==> src/rtl/micro_seq.sv <==
`timescale 1ns/1ps
`default_nettype none
// ============================================================================
// Module   : micro_seq
// Purpose  : Microprogram sequencer for the picoRISC control unit. Holds the
//            microprogram counter (uPC) that addresses control memory and
//            selects the next uPC each cycle from: sequential increment,
//            microinstruction branch target, multiway (decoder) target, or
//            the top of a small return-address stack. Stalls while a memory
//            access is outstanding and supports halt/start of sequencing.
// Revision : 1.0 - initial release
// ----------------------------------------------------------------------------
// Ports
//   clk        in   1      system clock, all state on rising edge
//   rst_n      in   1      asynchronous active-low reset
//   start      in   1      leave HALT, begin at uPC 0
//   halt       in   1      microinstruction field: stop sequencing
//   br_uncnd   in   1      unconditional jump to br_addr
//   br_cond    in   1      jump to br_addr if cond_vec[cond_sel]=1
//   cond_sel   in   SEL_W  condition select
//   cond_vec   in   CW     status/condition flags
//   br_addr    in   AW     microinstruction branch target
//   br_kmbr    in   1      multiway branch: jump to kmbr_addr
//   kmbr_addr  in   AW     address from branch-address decoder
//   call       in   1      push uPC+1, jump to br_addr
//   ret        in   1      pop return stack into uPC
//   wait_req   in   1      current microinstruction needs memory
//   mem_ready  in   1      memory handshake done
//   upc        out  AW     registered microprogram counter
//   running    out  1      1 in RUN or WAIT
//   stall      out  1      1 in WAIT
//   stk_err    out  1      sticky: push on full or pop on empty
// ============================================================================
module micro_seq #(
   parameter int AW    = 8,
   parameter int CW    = 16,
   parameter int SEL_W = 4,
   parameter int DEPTH = 4
) (
   input  logic             clk,
   input  logic             rst_n,
   input  logic             start,
   input  logic             halt,
   input  logic             br_uncnd,
   input  logic             br_cond,
   input  logic [SEL_W-1:0] cond_sel,
   input  logic [CW-1:0]    cond_vec,
   input  logic [AW-1:0]    br_addr,
   input  logic             br_kmbr,
   input  logic [AW-1:0]    kmbr_addr,
   input  logic             call,
   input  logic             ret,
   input  logic             wait_req,
   input  logic             mem_ready,
   output logic [AW-1:0]    upc,
   output logic             running,
   output logic             stall,
   output logic             stk_err
);

   // Stack pointer carries one extra bit so that "full" (== DEPTH) and
   // "empty" (== 0) are distinguishable without a separate flag.
   localparam int PW = $clog2(DEPTH);

   localparam logic [PW:0] c_sp_empty = '0;
   localparam logic [PW:0] c_sp_full  = (PW+1)'(DEPTH);

   // Control-unit states
   localparam logic [1:0] c_st_halt = 2'd0;
   localparam logic [1:0] c_st_run  = 2'd1;
   localparam logic [1:0] c_st_wait = 2'd2;

   // -------------------------------------------------------------------------
   // State
   // -------------------------------------------------------------------------
   logic [1:0]    state_q,   state_d;
   logic [AW-1:0] upc_q,     upc_d;
   logic [PW:0]   sp_q,      sp_d;
   logic          stk_err_q, stk_err_d;
   logic [AW-1:0] stk_q [DEPTH];
   logic [AW-1:0] stk_d [DEPTH];

   // -------------------------------------------------------------------------
   // Helper terms
   // -------------------------------------------------------------------------
   logic [AW-1:0] w_upc_inc;   // uPC+1, modulo 2^AW (also the return address)
   logic [PW-1:0] w_push_idx;  // slot written by a push
   logic [PW-1:0] w_top_idx;   // slot read by a pop
   logic          w_stk_empty;
   logic          w_stk_full;
   logic          w_cond_hit;
   logic          w_load;      // a next-uPC load happens this cycle

   assign w_upc_inc   = upc_q + AW'(1);
   assign w_push_idx  = sp_q[PW-1:0];
   assign w_top_idx   = sp_q[PW-1:0] - PW'(1);
   assign w_stk_empty = (sp_q == c_sp_empty);
   assign w_stk_full  = (sp_q == c_sp_full);
   assign w_cond_hit  = cond_vec[cond_sel];

   // -------------------------------------------------------------------------
   // Next-state and next-uPC selection
   // -------------------------------------------------------------------------
   always_comb begin
      state_d   = state_q;
      upc_d     = upc_q;
      sp_d      = sp_q;
      stk_err_d = stk_err_q;
      w_load    = 1'b0;
      for (int i = 0; i < DEPTH; i++) begin
         stk_d[i] = stk_q[i];
      end

      // Sequencing control: decides whether a load happens this cycle.
      case (state_q)
         c_st_halt: begin
            // Only start is honoured here; every other input is ignored.
            if (start) begin
               state_d = c_st_run;
               upc_d   = '0;
            end
         end

         c_st_run: begin
            if (halt) begin
               // halt beats everything, including a pending memory wait.
               state_d = c_st_halt;
            end else if (wait_req && !mem_ready) begin
               state_d = c_st_wait;
            end else begin
               w_load = 1'b1;
            end
         end

         c_st_wait: begin
            // Control memory is still addressed by the held uPC, so the
            // microinstruction fields seen now are the ones that caused the
            // wait; the load is performed in the same cycle mem_ready shows.
            if (mem_ready) begin
               if (halt) begin
                  state_d = c_st_halt;
               end else begin
                  state_d = c_st_run;
                  w_load  = 1'b1;
               end
            end
         end

         default: begin
            state_d = c_st_halt;
            upc_d   = '0;
         end
      endcase

      // Next-uPC priority: ret, call, multiway, unconditional, conditional,
      // then sequential. Exactly one source is taken.
      if (w_load) begin
         if (ret) begin
            if (w_stk_empty) begin
               upc_d     = '0;
               stk_err_d = 1'b1;
            end else begin
               upc_d = stk_q[w_top_idx];
               sp_d  = sp_q - (PW+1)'(1);
            end
         end else if (call) begin
            // The jump is taken even when the push is dropped on overflow.
            upc_d = br_addr;
            if (w_stk_full) begin
               stk_err_d = 1'b1;
            end else begin
               stk_d[w_push_idx] = w_upc_inc;
               sp_d              = sp_q + (PW+1)'(1);
            end
         end else if (br_kmbr) begin
            upc_d = kmbr_addr;
         end else if (br_uncnd) begin
            upc_d = br_addr;
         end else if (br_cond && w_cond_hit) begin
            upc_d = br_addr;
         end else begin
            upc_d = w_upc_inc;
         end
      end
   end

   // -------------------------------------------------------------------------
   // Control registers (async reset returns to HALT with an empty stack)
   // -------------------------------------------------------------------------
   always_ff @(posedge clk or negedge rst_n) begin
      if (!rst_n) begin
         state_q   <= c_st_halt;
         upc_q     <= '0;
         sp_q      <= c_sp_empty;
         stk_err_q <= 1'b0;
      end else begin
         state_q   <= state_d;
         upc_q     <= upc_d;
         sp_q      <= sp_d;
         stk_err_q <= stk_err_d;
      end
   end

   // Stack storage has no reset: entries are only read below the pointer,
   // and the pointer itself is cleared by reset.
   always_ff @(posedge clk) begin
      for (int i = 0; i < DEPTH; i++) begin
         stk_q[i] <= stk_d[i];
      end
   end

   // -------------------------------------------------------------------------
   // Outputs: decoded from registers only, no input-to-output path
   // -------------------------------------------------------------------------
   assign upc     = upc_q;
   assign running = (state_q == c_st_run) || (state_q == c_st_wait);
   assign stall   = (state_q == c_st_wait);
   assign stk_err = stk_err_q;

endmodule
`default_nettype wire
==> config.mk <==
export PLATFORM = sky130hd
export DESIGN_NAME = micro_seq
export DESIGN_NICKNAME = d
export VERILOG_FILES = /design/src/rtl/micro_seq.sv
export SDC_FILE = /design/constraint.sdc
export NUM_CORES = 1
export LEC_CHECK = 0
export ABC_CLOCK_PERIOD_IN_PS = 2750
export CORE_MARGIN = 5
export CORE_UTILIZATION = 45
export DETAILED_ROUTE_END_ITERATION = 10
export GPL_TIMING_DRIVEN = 0
export PLACE_DENSITY = 0.75
export SLEW_MARGIN = 15
export SYNTH_ARGS = -nofsm -noshare
export SYNTH_HDL_FRONTEND = slang
export SYNTH_SLANG_ARGS = --single-unit
==> constraint.sdc <==
create_clock -name clk -period 2.75 [get_ports clk]
set_clock_uncertainty 0.2 [all_clocks]
set_input_delay 0.6875 -clock clk [delete_from_list [all_inputs] [get_ports clk]]
set_output_delay 0.6875 -clock clk [all_outputs]
set_load 0.005 [all_outputs]
==> impl_metrics.json <==
{
  "grt_usage_pct": 18.32,
  "path_class": "primary input to register",
  "synth_cell_types": 37,
  "finalHoldViolations": 0,
  "final_cell_mix": "54 x clkdlybuf4s50_1, 32 x edfxtp_1, 18 x a21oi_1",
  "clk_latency_ns": 0.31,
  "cts_resized": 2,
  "hold_start": "stk_err$_DFFE_PN0P_",
  "synthMuxAreaShare_pct": 9.930,
  "viasPerCell": 5.944,
  "async_reset_ff_share_pct": 30.43,
  "hpwl_um": 4907,
  "dr.first_iter.drc_count": 165,
  "crit_arrival_ns": 2.64,
  "synth_top_family_by_area": "compound AO/OA/AOI/OAI gates",
  "startpoint_type": "primary input",
  "ant_nets": 0,
  "tightest_slew_ns": 0.6761,
  "cts_made_buffers": 5,
  "nFillCells": 500,
  "die-height_um": 87.05,
  "clk_path_buf_depth": 2,
  "synth_ff_type": "edfxtp_1",
  "rsz0062_at_grt": "no",
  "grt_max_degree": 16,
  "synth_area_mm2": 0.002671,
  "synth_compound_gate_area_share_pct": 16.53,
  "synth.avg_cell_area_um2": 12.03,
  "wl_per_cell_um": 18.16,
  "cp-startpoint": "mem_ready",
  "holdBufCountCts": 0,
  "synthCells": 222,
  "final_core_util_pct": 58.34,
  "synth_edf_count": 32,
  "vias": 2128,
  "dr.pass1.iters": 4,
  "end_kind": "register",
  "p_leak_uw": 0.001288,
  "die_w_um": 87.05,
  "multi_input_area_mm2": 0.001289,
  "min_period_ns": 2.614,
  "min_path_type": "register to register",
  "synthTopCellsByArea": "edfxtp_1 36%, dfrtp_1 13%, mux4_2 8.4%",
  "status": "finished clean",
  "synth_nets": 279,
  "synth_largest_area_cell": "edfxtp_1",
  "max_cap_viol_count": 0,
  "synthSimpleGateAreaFrac_pct": 13.16,
  "synth_top_cell_area_share_pct": 35.97,
  "worst_slack_ns": 0.1361,
  "ys_ff_latch": 46,
  "seqCellArea_mm2": 0.001311,
  "wl_um": 6501,
  "die-area_mm2": 0.007577,
  "htree_levels": 2,
  "relSlewSlack_pct": 54.55,
  "synth_xor_area_share_pct": 2.951,
  "tns_ns": 0,
  "p_per_area_mw_per_mm2": 766.7,
  "final_max_slew_viol_count": 0,
  "setup_viol": 0,
  "diodes": 0,
  "cts.sink_count": 46,
  "gp_congestion": 0.8577,
  "r2r-start": "sp_q[0]$_DFFE_PN0P_",
  "synth_warnings": 0,
  "yosysSeqAreaShare_pct": 49.09,
  "ios": 58,
  "routed-wl-met3_um": 430,
  "final_common_cell": "clkdlybuf4s50_1",
  "overflow": 0,
  "grt_pass1_vias": 2161,
  "placementRows": 28,
  "fmax_ghz": 0.3826,
  "cts-root-buf": "clkbuf_8",
  "required_ns": 2.77,
  "highest_layer": "met4",
  "drive_above_1_share_pct": 10.25,
  "wl_met2_um": 3101,
  "post_cts_buffers": 0,
  "drc_errors": 0,
  "cts.clk_slew.worst_paths_ns": 0.09,
  "pre_cts_ws_ns": -0.2840,
  "worst-path-max-fanout": 10,
  "ir_worst_vdd_mv": 0.4440,
  "cts_tree": "yes",
  "antenna_found_initial": 0,
  "yosys.area_share.adder_pct": 4.965,
  "areaGrowthSynthToFinish_pct": 27.78,
  "nNetsFinal": 339,
  "period_share_pct": 95.05,
  "wl_met1_um": 2836,
  "port-buffer-count": 54,
  "start_util_pct": 45.66,
  "grt_pass1_wl_um": 10670,
  "core_mm2": 0.005851
}
area by class of cell:
type,count,area share (%)
sequential,46,38.42
clock inverter,3,0.6232
timing repair buffer,54,15.84
multi-input combinational,155,37.76
clock buffer,5,2.016
tap,75,2.749
buffer,9,1.393
inverter,11,1.210
worst max-delay path, cell delays in order:
cell             delay (ns)
clkdlybuf4s50_1        0.43
nand2b_1               0.18
a22o_1                 0.22
a31oi_2                0.41
clkbuf_1               0.41
a2bb2oi_1              0.13
a31oi_1                0.17
cell usage after synthesis (2+ instances only):
master      n
a211o_1     8
a21oi_1    18
a2bb2oi_1   8
a31oi_1     9
dfrtp_1    14
nor2b_1     4
buf_2       2
mux2i_1     4
mux4_2     10
clkbuf_1    6
nor2_1      8
nand4_1     8
ha_1        9
nand2_1     6
a31o_2      2
o311ai_0    8
xor2_1      6
and3_1     15
xnor2_1     3
nor3_1      2
nand3_1     6
edfxtp_1   32
nand2b_1   10
inv_1      11
path summary, 6_finish.rpt:
check	to	slack [ns]	depth (start not counted)
max in group asynchronous	upc[1]$_DFFE_PN0P_	1.33	1
setup reg to reg	upc[6]$_DFFE_PN0P_	0.24	8
hold reg to reg	stk_err$_DFFE_PN0P_	0.29	1
min in group asynchronous	stk_err$_DFFE_PN0P_	0.58	1
hold / removal	stk_err$_DFFE_PN0P_	0.29	1
setup / recovery	upc[1]$_DFFE_PN0P_	0.14	7
logic make-up (layout without fill, tap and decap cells):
family | after synthesis | in the layout
AOI/OAI and AO/OA | 60 | 60
xor gates and xnor gates | 9 | 9
adders and majority gates | 10 | 10
buffers and inverters | 21 | 82
DFF | 46 | 46
muxes | 14 | 14
and+or+nand+nor | 62 | 62
report_power, final:
part	internal, uW	total (uW)	leakage (uW)	switching, uW
clock	179	423	0.0000441	245
sequential	868	969	0.000476	101
combinational	617	1220	0.000767	607
layer usage:
layer / vias up / track usage (%)
met3: 12 / 4.257
met1: 1050 / 24.09
met4: 0 / 6.516
li1: 998 / -
met5: - / 0
met2: 68 / 29.61
state kept, by name, indices dropped and copies added, names as in the netlist:
name	flops
stk_q	32
upc	8
sp_q	3
state_q	2
stk_err	1
metrics by stage:
step | instances | instance area, um2 | hold WS [ns] | power [uW]
after global placement | 351 | 3306 | 0.2550 | 2130
after CTS | 358 | 3397 | 0.2893 | 2592
after floorplan | 222 | 2671 | 0.1919 | 1735
final | 358 | 3413 | 0.2877 | 2617
after detailed placement | 351 | 3306 | 0.2679 | 2150
after global routing | 358 | 3413 | 0.3222 | 2801
Note: power is estimated with default switching activity, not from simulation.
